## src/rtl/bp_update_scheduler_if.sv

```systemverilog
// Update/write bundle between the EX stage, the scheduler and the predictor tables.
// The master side offers branch updates and controls the table port; the slave side is the scheduler.
interface bp_update_scheduler_if #(
  parameter int DEPTH = 4,
  parameter int IDX_W = 4
);
  logic                     upd_valid;
  logic [IDX_W-1:0]         upd_index;
  logic [IDX_W-1:0]         upd_ghr;
  logic                     upd_taken;
  logic                     upd_ready;
  logic                     tbl_busy;
  logic                     flush_tables;
  logic                     wr_en;
  logic [IDX_W-1:0]         wr_local_idx;
  logic [IDX_W-1:0]         wr_global_idx;
  logic                     wr_taken;
  logic                     wr_clear;
  logic                     init_busy;
  logic [$clog2(DEPTH):0]   pending;
  logic [7:0]               drop_count;

  modport master (
    output upd_valid, upd_index, upd_ghr, upd_taken, tbl_busy, flush_tables,
    input  upd_ready, wr_en, wr_local_idx, wr_global_idx, wr_taken, wr_clear,
           init_busy, pending, drop_count
  );

  modport slave (
    input  upd_valid, upd_index, upd_ghr, upd_taken, tbl_busy, flush_tables,
    output upd_ready, wr_en, wr_local_idx, wr_global_idx, wr_taken, wr_clear,
           init_busy, pending, drop_count
  );
endinterface

```

## src/rtl/bp_update_scheduler.sv

```systemverilog
// Queues resolved branch updates and drains them into the predictor tables when the port is free.
// After reset or a flush, a CLEAR sweep resets every counter before updates are accepted.
module bp_update_scheduler #(
  parameter int DEPTH = 4,
  parameter int IDX_W = 4
) (
  input logic              clk,
  input logic              rst_n,
  bp_update_scheduler_if.slave bus
);
  localparam int PTR_W = $clog2(DEPTH);
  localparam int ENT_W = 2 * IDX_W + 1;
  localparam logic [IDX_W-1:0] SWEEP_LAST = {IDX_W{1'b1}};
  localparam logic [PTR_W:0]   FULL       = (PTR_W + 1)'(DEPTH);

  typedef enum logic {CLEAR = 1'b0, RUN = 1'b1} state_t;

  state_t           r_state, w_state_next;
  logic [IDX_W-1:0] r_sweep, w_sweep_next;
  logic [ENT_W-1:0] r_mem [DEPTH];
  logic [PTR_W-1:0] r_wr_ptr, r_rd_ptr;
  logic [PTR_W:0]   r_count;
  logic [7:0]       r_drop;
  logic             w_ready, w_push, w_pop, w_drop, w_flush_run;
  logic [ENT_W-1:0] w_head, w_entry;

  // Entry layout: {local index, global (gshare) index, direction}.
  assign w_entry = {bus.upd_index, bus.upd_index ^ bus.upd_ghr, bus.upd_taken};
  assign w_head  = r_mem[r_rd_ptr];
  assign w_drop  = bus.upd_valid && !w_ready;
  assign w_flush_run = (r_state == RUN) && bus.flush_tables;

  assign bus.upd_ready  = w_ready;
  assign bus.pending    = rst_n ? r_count : '0;
  assign bus.drop_count = rst_n ? r_drop : '0;

  always_comb begin
    w_state_next      = r_state;
    w_sweep_next      = r_sweep;
    w_ready           = 1'b0;
    w_push            = 1'b0;
    w_pop             = 1'b0;
    bus.wr_en         = 1'b0;
    bus.wr_clear      = 1'b0;
    bus.wr_local_idx  = '0;
    bus.wr_global_idx = '0;
    bus.wr_taken      = 1'b0;
    bus.init_busy     = 1'b1;
    if (rst_n) begin
      case (r_state)
        CLEAR: begin
          bus.wr_en         = 1'b1;
          bus.wr_clear      = 1'b1;
          bus.wr_local_idx  = r_sweep;
          bus.wr_global_idx = r_sweep;
          if (bus.flush_tables) begin
            w_sweep_next = '0;
          end else if (r_sweep == SWEEP_LAST) begin
            w_state_next = RUN;
            w_sweep_next = '0;
          end else begin
            w_sweep_next = r_sweep + 1'b1;
          end
        end
        RUN: begin
          bus.init_busy = 1'b0;
          w_ready       = (r_count != FULL);
          if (bus.flush_tables) begin
            // Queued entries are abandoned: the tables are about to be wiped anyway.
            w_state_next = CLEAR;
            w_sweep_next = '0;
          end else begin
            w_push = bus.upd_valid && w_ready;
            w_pop  = (r_count != '0) && !bus.tbl_busy;
            if (w_pop) begin
              bus.wr_en         = 1'b1;
              bus.wr_local_idx  = w_head[ENT_W-1 -: IDX_W];
              bus.wr_global_idx = w_head[IDX_W:1];
              bus.wr_taken      = w_head[0];
            end
          end
        end
        default: begin
          w_state_next = CLEAR;
          w_sweep_next = '0;
        end
      endcase
    end
  end

  always_ff @(posedge clk) begin
    if (!rst_n) begin
      r_state  <= CLEAR;
      r_sweep  <= '0;
      r_wr_ptr <= '0;
      r_rd_ptr <= '0;
      r_count  <= '0;
      r_drop   <= '0;
    end else begin
      r_state <= w_state_next;
      r_sweep <= w_sweep_next;
      if (w_flush_run) begin
        r_wr_ptr <= '0;
        r_rd_ptr <= '0;
        r_count  <= '0;
      end else begin
        if (w_push) r_wr_ptr <= r_wr_ptr + 1'b1;
        if (w_pop)  r_rd_ptr <= r_rd_ptr + 1'b1;
        case ({w_push, w_pop})
          2'b10:   r_count <= r_count + 1'b1;
          2'b01:   r_count <= r_count - 1'b1;
          default: r_count <= r_count;
        endcase
      end
      if (w_drop && (r_drop != 8'hFF)) r_drop <= r_drop + 1'b1;
    end
  end

  // Storage has no reset; occupancy and pointers alone define validity.
  always_ff @(posedge clk) begin
    if (w_push) r_mem[r_wr_ptr] <= w_entry;
  end
endmodule

```

## src/flat_wrapper.sv

```systemverilog
// flat-port wrapper written by rule: the top's interface ports become plain ports
module bp_update_scheduler_flat 
#(
  parameter int DEPTH = 4,
  parameter int IDX_W = 4
)
  (clk, rst_n, bus_upd_valid, bus_upd_index, bus_upd_ghr, bus_upd_taken, bus_tbl_busy, bus_flush_tables, bus_upd_ready, bus_wr_en, bus_wr_local_idx, bus_wr_global_idx, bus_wr_taken, bus_wr_clear, bus_init_busy, bus_pending, bus_drop_count);
  bp_update_scheduler_if #(.DEPTH(DEPTH), .IDX_W(IDX_W)) bus_i ();
  input logic clk;
  input logic rst_n;
  input wire logic [$bits(bus_i.upd_valid)-1:0] bus_upd_valid;
  input wire logic [$bits(bus_i.upd_index)-1:0] bus_upd_index;
  input wire logic [$bits(bus_i.upd_ghr)-1:0] bus_upd_ghr;
  input wire logic [$bits(bus_i.upd_taken)-1:0] bus_upd_taken;
  input wire logic [$bits(bus_i.tbl_busy)-1:0] bus_tbl_busy;
  input wire logic [$bits(bus_i.flush_tables)-1:0] bus_flush_tables;
  output wire logic [$bits(bus_i.upd_ready)-1:0] bus_upd_ready;
  output wire logic [$bits(bus_i.wr_en)-1:0] bus_wr_en;
  output wire logic [$bits(bus_i.wr_local_idx)-1:0] bus_wr_local_idx;
  output wire logic [$bits(bus_i.wr_global_idx)-1:0] bus_wr_global_idx;
  output wire logic [$bits(bus_i.wr_taken)-1:0] bus_wr_taken;
  output wire logic [$bits(bus_i.wr_clear)-1:0] bus_wr_clear;
  output wire logic [$bits(bus_i.init_busy)-1:0] bus_init_busy;
  output wire logic [$bits(bus_i.pending)-1:0] bus_pending;
  output wire logic [$bits(bus_i.drop_count)-1:0] bus_drop_count;
  assign bus_i.upd_valid = bus_upd_valid;
  assign bus_i.upd_index = bus_upd_index;
  assign bus_i.upd_ghr = bus_upd_ghr;
  assign bus_i.upd_taken = bus_upd_taken;
  assign bus_i.tbl_busy = bus_tbl_busy;
  assign bus_i.flush_tables = bus_flush_tables;
  assign bus_upd_ready = bus_i.upd_ready;
  assign bus_wr_en = bus_i.wr_en;
  assign bus_wr_local_idx = bus_i.wr_local_idx;
  assign bus_wr_global_idx = bus_i.wr_global_idx;
  assign bus_wr_taken = bus_i.wr_taken;
  assign bus_wr_clear = bus_i.wr_clear;
  assign bus_init_busy = bus_i.init_busy;
  assign bus_pending = bus_i.pending;
  assign bus_drop_count = bus_i.drop_count;
  bp_update_scheduler #(.DEPTH(DEPTH), .IDX_W(IDX_W)) u_core (.clk(clk), .rst_n(rst_n), .bus(bus_i));
endmodule
```

## config.mk

```make
export PLATFORM = sky130hd
export DESIGN_NAME = bp_update_scheduler_flat
export DESIGN_NICKNAME = d
export VERILOG_FILES = /design/src/rtl/bp_update_scheduler_if.sv /design/src/rtl/bp_update_scheduler.sv /design/src/flat_wrapper.sv
export SDC_FILE = /design/constraint.sdc
export NUM_CORES = 1
export LEC_CHECK = 0
export CAP_MARGIN = 10
export CELL_PAD_IN_SITES_DETAIL_PLACEMENT = 0
export CELL_PAD_IN_SITES_GLOBAL_PLACEMENT = 2
export CORE_AREA = 2 2 82 92
export CTS_CLUSTER_DIAMETER = 40
export DETAILED_ROUTE_END_ITERATION = 12
export DIE_AREA = 0 0 84 94
export PLACE_DENSITY_LB_ADDON = 0.1
export SLEW_MARGIN = 10
export SYNTH_ARGS = -nofsm -noshare
export SYNTH_HDL_FRONTEND = slang
export SYNTH_SLANG_ARGS = --single-unit
```

## constraint.sdc

```tcl
create_clock -name clk -period 3.3 [get_ports clk]
set_input_delay 0.66 -clock clk [delete_from_list [all_inputs] [get_ports clk]]
set_output_delay 0.66 -clock clk [all_outputs]
set_load 0.02 [all_outputs]
```

==> flow_metrics.env, run 1 <==
export IMPL_worstPathRequired_ns=2.64
export IMPL_port_buffers=37
export IMPL_yosysSeqAreaShare_pct=58.0
export IMPL_routed_wl_mm=4.92
export IMPL_syn2layout_area_growth_pct=27.7
export IMPL_drt_iter0_drc=77
export IMPL_seqPwrFrac_pct=51.8
export IMPL_r2r_end="u_core.r_count[2]"
export IMPL_core_area_mm2=0.00693
export IMPL_critical_path_top_delay_family="buffers and inverters"
export IMPL_grt_pass1_wl_mm=7.91
export IMPL_final_cell_mix="37 x clkdlybuf4s50_1, 36 x edfxtp_1, 22 x dfxtp_1, 20 x nor2_1, 15 x a21oi_1"
export IMPL_synth_area_per_cell_um2=12.7
export IMPL_final_common_cell="clkdlybuf4s50_1"
export IMPL_drive_gt1_share_pct=16.4
export IMPL_synth_area_leaders="edfxtp_1 41%, dfxtp_1 17%, mux4_2 7.7%"
export IMPL_drt_vias_per_instance=4.90
export IMPL_yosys_warnings=0
export IMPL_cts_buffers=9
export IMPL_drv_cap=0
export IMPL_synthDistinctLibCells=37
export IMPL_p_sw_share_pct=22.7
export IMPL_min_period_over_period_pct=96.4
export IMPL_max_freq_ghz=0.314
export IMPL_drc_errors=0
export IMPL_min_to="u_core.r_rd_ptr[1]"
export IMPL_cp_num_cells=6
export IMPL_ff2ff_path_depth=9
export IMPL_ios=38
export IMPL_die_area_mm2=0.00790
export IMPL_combPwrFrac_pct=4.7
export IMPL_num_nets_final=279
export IMPL_dp_slack_ns=0.0641
export IMPL_async_reset_ff_share_pct=0
export IMPL_whs_path_depth=1
export IMPL_syn_area_mm2=0.00262
export IMPL_hold_class="reg -> reg"
export IMPL_synth_top_area_share_pct=41.2
export IMPL_r2r_start="u_core.r_state"
export IMPL_initial_core_util_pct=37.9
export IMPL_post_route_util_pct=48.4
export IMPL_post_route_min_period_ns=3.18
export IMPL_yosys_area_top_type="edfxtp_1"
export IMPL_synth_seq_cells=58
export IMPL_finClkSkew_ns=0.0136
export IMPL_clkLatencyLatePin_ns=0.33
export IMPL_startpoint_type="input port"
export IMPL_diodes=0
export IMPL_cts_sinks=58
export IMPL_grt_antenna_before_repair=0
export IMPL_dp_hpwl_mm=3.61
export IMPL_cts_path_max_buffers=2
export IMPL_cts_clk_slew_worst_paths_ns=0.07
export IMPL_cpPeakStageDelay_ns=0.63
export IMPL_syn_nets=228
export IMPL_reg2reg_slack_ns=0.96
export IMPL_postCtsHoldBufs=0
export IMPL_syn_inst=206
export IMPL_tns_ns=0
export IMPL_vdd_drop_max_v=0.000293
export IMPL_wl_per_cell_um=14.2
export IMPL_power_mw=1.50
export IMPL_hold_viol_final=0
export IMPL_power_frac_clock_pct=43.5
export IMPL_die_height_um=94
export IMPL_cts_root_buffer="clkbuf_8"
export IMPL_finalNonFillerCells=347
export IMPL_gr_total_overflow=0
export IMPL_vias=1702
export IMPL_min_from="u_core.r_rd_ptr[1]"
export IMPL_path_cells="clkdlybuf4s50_1 > nor4b_2 > buf_4 > nand2_1 > a21oi_1 > clkdlybuf4s50_1"
export IMPL_p_per_area_mw_per_mm2=448
export IMPL_ant_nets=0
export IMPL_multi_input_area_mm2=0.00103
export IMPL_die_w_um=84
export IMPL_rows=32
export IMPL_crit_slowest_cell="clkdlybuf4s50_1"
export IMPL_gp_congestion=0.737
export IMPL_tightest_slew_ns=0.507
export IMPL_finalSetupViolations=0
export IMPL_layout_setup_ws_ns=0.119
export IMPL_cts_tree="yes"
export IMPL_dp_cells=331
export IMPL_synth_edff_count=36
export IMPL_cts_setup_buffers=0
export IMPL_grt_use_total_pct=13.4
export IMPL_critPathBufInv=3
export IMPL_critPathKind="in -> out"
export IMPL_arrival_ns=2.52
export IMPL_status="finished clean"
export IMPL_cts_resized=0
export IMPL_first_global_vias=1599
export IMPL_fillCellCount=631
export IMPL_crit_fanout=8
export IMPL_grt_max_degree=15
export IMPL_htreeDepth=3
export IMPL_drt_pass1_iterations=4
export IMPL_endpoint_kind="output pin"
export IMPL_relSlewSlack_pct=66.0
export IMPL_leakage_nw=1.10
export IMPL_rsz0062_at_grt="no"
export IMPL_internal_power_mw=1.16
export IMPL_power_switching_mw=0.341
export IMPL_ys_dominant_reg_cell="edfxtp_1"
export IMPL_drv_slew=0
export IMPL_cp_common_cell="clkdlybuf4s50_1"
export IMPL_regArea_mm2=0.00152
cells in the mapped netlist, types with 2 or more instances:
master / instances
xor2_1: 6
inv_1: 9
or3_1: 4
nor2b_1: 4
xnor2_1: 3
edfxtp_1: 36
clkbuf_1: 4
nor2_1: 20
ha_1: 7
o41ai_1: 3
mux2_2: 2
nand4_1: 2
mux2i_1: 4
nand3_1: 3
and2_1: 13
a21oi_1: 15
mux4_2: 9
o31ai_1: 2
dfxtp_1: 22
nor3_1: 2
o21ai_0: 4
nand2_1: 9
nand2b_1: 6
buf_2: 3
a31oi_1: 2
worst max-delay path by stage:
| stage | end | start | slack, ns |
|---|---|---|---|
| 4_1_cts | bus_wr_global_idx[0] | bus_flush_tables | 0.07 |
| 3_5_place_dp | bus_wr_global_idx[0] | bus_flush_tables | 0.06 |
| 6_report | bus_wr_global_idx[0] | bus_flush_tables | 0.12 |
| 3_3_place_gp | bus_wr_global_idx[0] | bus_flush_tables | 0.11 |
| 5_1_grt | bus_wr_global_idx[0] | bus_flush_tables | 0.002 |
| 2_1_floorplan | u_core.r_count[2] | rst_n | 0.79 |
layout make-up:
type | instances | share of cell area [%]
Sequential cell | 58 | 45.4
Multi-Input combinational cell | 131 | 30.9
Timing Repair Buffer | 48 | 13.5
Clock buffer | 9 | 3.70
Tap cell | 85 | 3.18
Clock inverter | 7 | 2.32
Inverter | 9 | 1.01
cell families after synthesis:
| logic type | share of synthesized area (%) |
|---|---|
| simple gates | 15.6 |
| buf+inv | 2.58 |
| compound gates | 6.63 |
| flops | 58.0 |
| fa+ha+maj | 4.10 |
| mux | 10.1 |
| xor+xnor | 3.01 |
routing by layer:
layer | global-route usage (%) | vias to the layer above | part of all wire [%]
li1 | - | 855 | -
met1 | 15.9 | 809 | 45
met2 | 22.7 | 32 | 50
met3 | 3.16 | 6 | 3.3
met4 | 7.26 | 0 | 1.1
met5 | 0 | - | 0
stage by stage:
step | hold WS (ns) | area [um2]
global placement | 0.445 | 3150
CTS | 0.460 | 3350
detailed placement | 0.450 | 3150
global route | 0.497 | 3350
finish | 0.458 | 3350
floorplan | 0.428 | 2620
worst reg2reg max path, delay by kind of cell, from the launching register on:
family / cells / cell delay (ns)
simple gates: 3 / 0.66
fa+ha+maj: 2 / 0.55
compound gates: 1 / 0.14
flops: 1 / 0.54
buf+inv: 2 / 0.24
xor+xnor: 1 / 0.16
sequential cells by signal (all words and copies together), names as in the netlist, named ones only:
| name | count |
|---|---|
| u_core.r_count | 3 |
| u_core.r_drop | 8 |
| u_core.r_mem | 36 |
| u_core.r_rd_ptr | 2 |
| u_core.r_state | 1 |
| u_core.r_sweep | 4 |
| u_core.r_wr_ptr | 2 |
power by group through the flow:
stage                     clock network (mW)  registers [mW]  logic [mW]
after detailed placement                   0           0.795      0.0712
after global placement                     0           0.795      0.0710
after floorplan                            0           0.794      0.0305
after CTS                              0.671           0.778      0.0714
final                                  0.653           0.778      0.0703
after global routing                   0.708           0.779      0.0769
(Power assumes the default switching activity.)
==> run 2: changes to the inputs <==
SKIP_LAST_GASP = 1   (was default)
==> results of run 2 <==
Same layout as run 1: the final DEF is identical, and so are final timing and power.
==> patch (settings of run 2) <==
Register the output `bus.drop_count`; this adds one clock of latency there.
--- a/src/rtl/bp_update_scheduler.sv
+++ b/src/rtl/bp_update_scheduler.sv
@@ -32,7 +32,9 @@
 
   assign bus.upd_ready  = w_ready;
   assign bus.pending    = rst_n ? r_count : '0;
-  assign bus.drop_count = rst_n ? r_drop : '0;
+  always_ff @(posedge clk) begin
+    bus.drop_count <= rst_n ? r_drop : '0;
+  end
 
   always_comb begin
     w_state_next      = r_state;
Behaviour: not the same (Yosys sat finds a counterexample within 4 cycles, from zero or initial values and one cycle with rst_n low).
==> patch against run 2 <==
- area after synthesis rose by 6.0%
- global-route usage grew 0.70 points
- final area increased by 5.2%
- clock power grew 8.0%
- highest routed layer unchanged
- worst setup slack improved by 0.049 ns
- combinational power down 0.6%
- non-clock buffer count down 2
- sequential cell count up 8
- routed wire length increased by 4.5%
- first-iteration DRC count shrank 68%
- power increased by 10%
==> patch: results (changes against run 2) <==
- Status: finished clean (unchanged)
- Clock Skew: 0.007443 ns (was 0.01358 ns)
- Placed insts: 339 (was 331)
- Synth area leaders: edfxtp_1 39%, dfxtp_1 22%, mux4_2 7.3%, ha_1 3.2%, and2_1 2.9% (was edfxtp_1 41%, dfxtp_1 17%, mux4_2 7.7%, ha_1 3.3%, and2_1 3.1%)
- Worst reg2reg path startpoint: u_core.r_count[0]$_SDFFE_PP0P_ (was u_core.r_state$_SDFF_PN0_)
- GRT Resource Usage Total: 14.13% (was 13.43%)
- Crit path launch: rst_n (was bus_flush_tables)
- NumNets Final: 287 (was 279)
- Top Registers: u_core.r_mem (36), u_core.bus.drop_count (8), u_core.r_drop (8) (was u_core.r_mem (36), u_core.r_drop (8), u_core.r_sweep (4))
- GP Congestion: 0.7682 (was 0.7371)
- Pin count of the biggest net entering global routing: 17 (was 15)
- Critical Path AT: 2.47 ns (was 2.52 ns)
- Static Leak: 1.177 nW (was 1.104 nW)
- Post-synthesis mux area share: 10.31% (was 10.11%)
- Vias in the first global route: 1706 (was 1599)
- GR Util met2: 24.00% (was 22.67%)
- Compound-cell area share of the yosys netlist: 6.166% (was 6.632%)
- Actual slew at the worst max-slew pin: 0.5105 ns (was 0.5074 ns)
- First-pass GRT wire length: 8300 um (was 7907 um)
- Layout Cells excl Fill: 355 (was 347)
- Sequential share of the synthesized area: 60.49% (was 58.02%)
- Drt first-iter violations: 25 (was 77)
- Xor/xnor share of the synthesized area: 2.835% (was 3.006%)
- Metal3 WL: 195 um (was 160 um)
- Met3 global-route usage: 3.427% (was 3.163%)
- Worst ir drop on vdd: 0.0002868 V (was 0.0002927 V)
- Routed vias/inst: 4.854 (was 4.905)
- Mapped Nets: 235 (was 228)
- Share of cells above drive strength 1: 15.56% (was 16.41%)
- CP endpoint: bus_wr_global_idx[3] (was bus_wr_global_idx[0])
## patch: cell types whose count changed after synthesis, sizes merged, moves of 2 or more
cell,change
dfxtp,+8
a211oi,+2
nor2b,-3
o41ai,-2
o31ai,-2
buf,-2
nand4,-2
nand2,+8
## patch: logic make-up after synthesis
family	Yosys count
AND/OR/NAND/NOR	71
buffers and inverters	14
AO/OA/AOI/OAI	28
multiplexers	17
flip-flops	66
adder cells (fa/ha/maj)	8
XOR/XNOR	9
## patch: per-stage QoR
stage | utilization (%) | instance area [sq um] | setup slack [ns] | hold WS [ns] | power, W
2_1_floorplan | - | 2780 | 0.7593 | 0.4264 | 0.0009239
3_3_place_gp | 47.89 | 3317 | 0.1441 | 0.4518 | 0.0009670
3_5_place_dp | 47.89 | 3317 | 0.1442 | 0.4527 | 0.0009670
4_1_cts | 50.87 | 3523 | 0.1412 | 0.4628 | 0.001672
5_1_grt | 50.87 | 3523 | 0.04884 | 0.4780 | 0.001713
6_report | 50.87 | 3523 | 0.1683 | 0.4644 | 0.001652
## patch: layout make-up
type | count | area, sq um
Clock buffer | 9 | 123.9
Clock inverter | 7 | 82.58
Fill cell | 621 | 3403
Inverter | 9 | 33.78
Multi-Input combinational cell | 133 | 1045
Sequential cell | 66 | 1682
Tap cell | 85 | 106.4
Timing Repair Buffer | 46 | 450.4
## patch: power by group
| group | switching [W] | internal [W] | leakage, nW |
|---|---|---|---|
| registers | 0.00000461 | 0.000872 | 0.566 |
| clock network | 0.000344 | 0.000362 | 0.0988 |
| logic | 0.0000356 | 0.0000343 | 0.512 |
## patch: worst max-delay path: cells and delay by family
kind / cells / cell delay (ns)
buffers and inverters: 4 / 1.66
AOI/OAI and AO/OA: 1 / 0.14
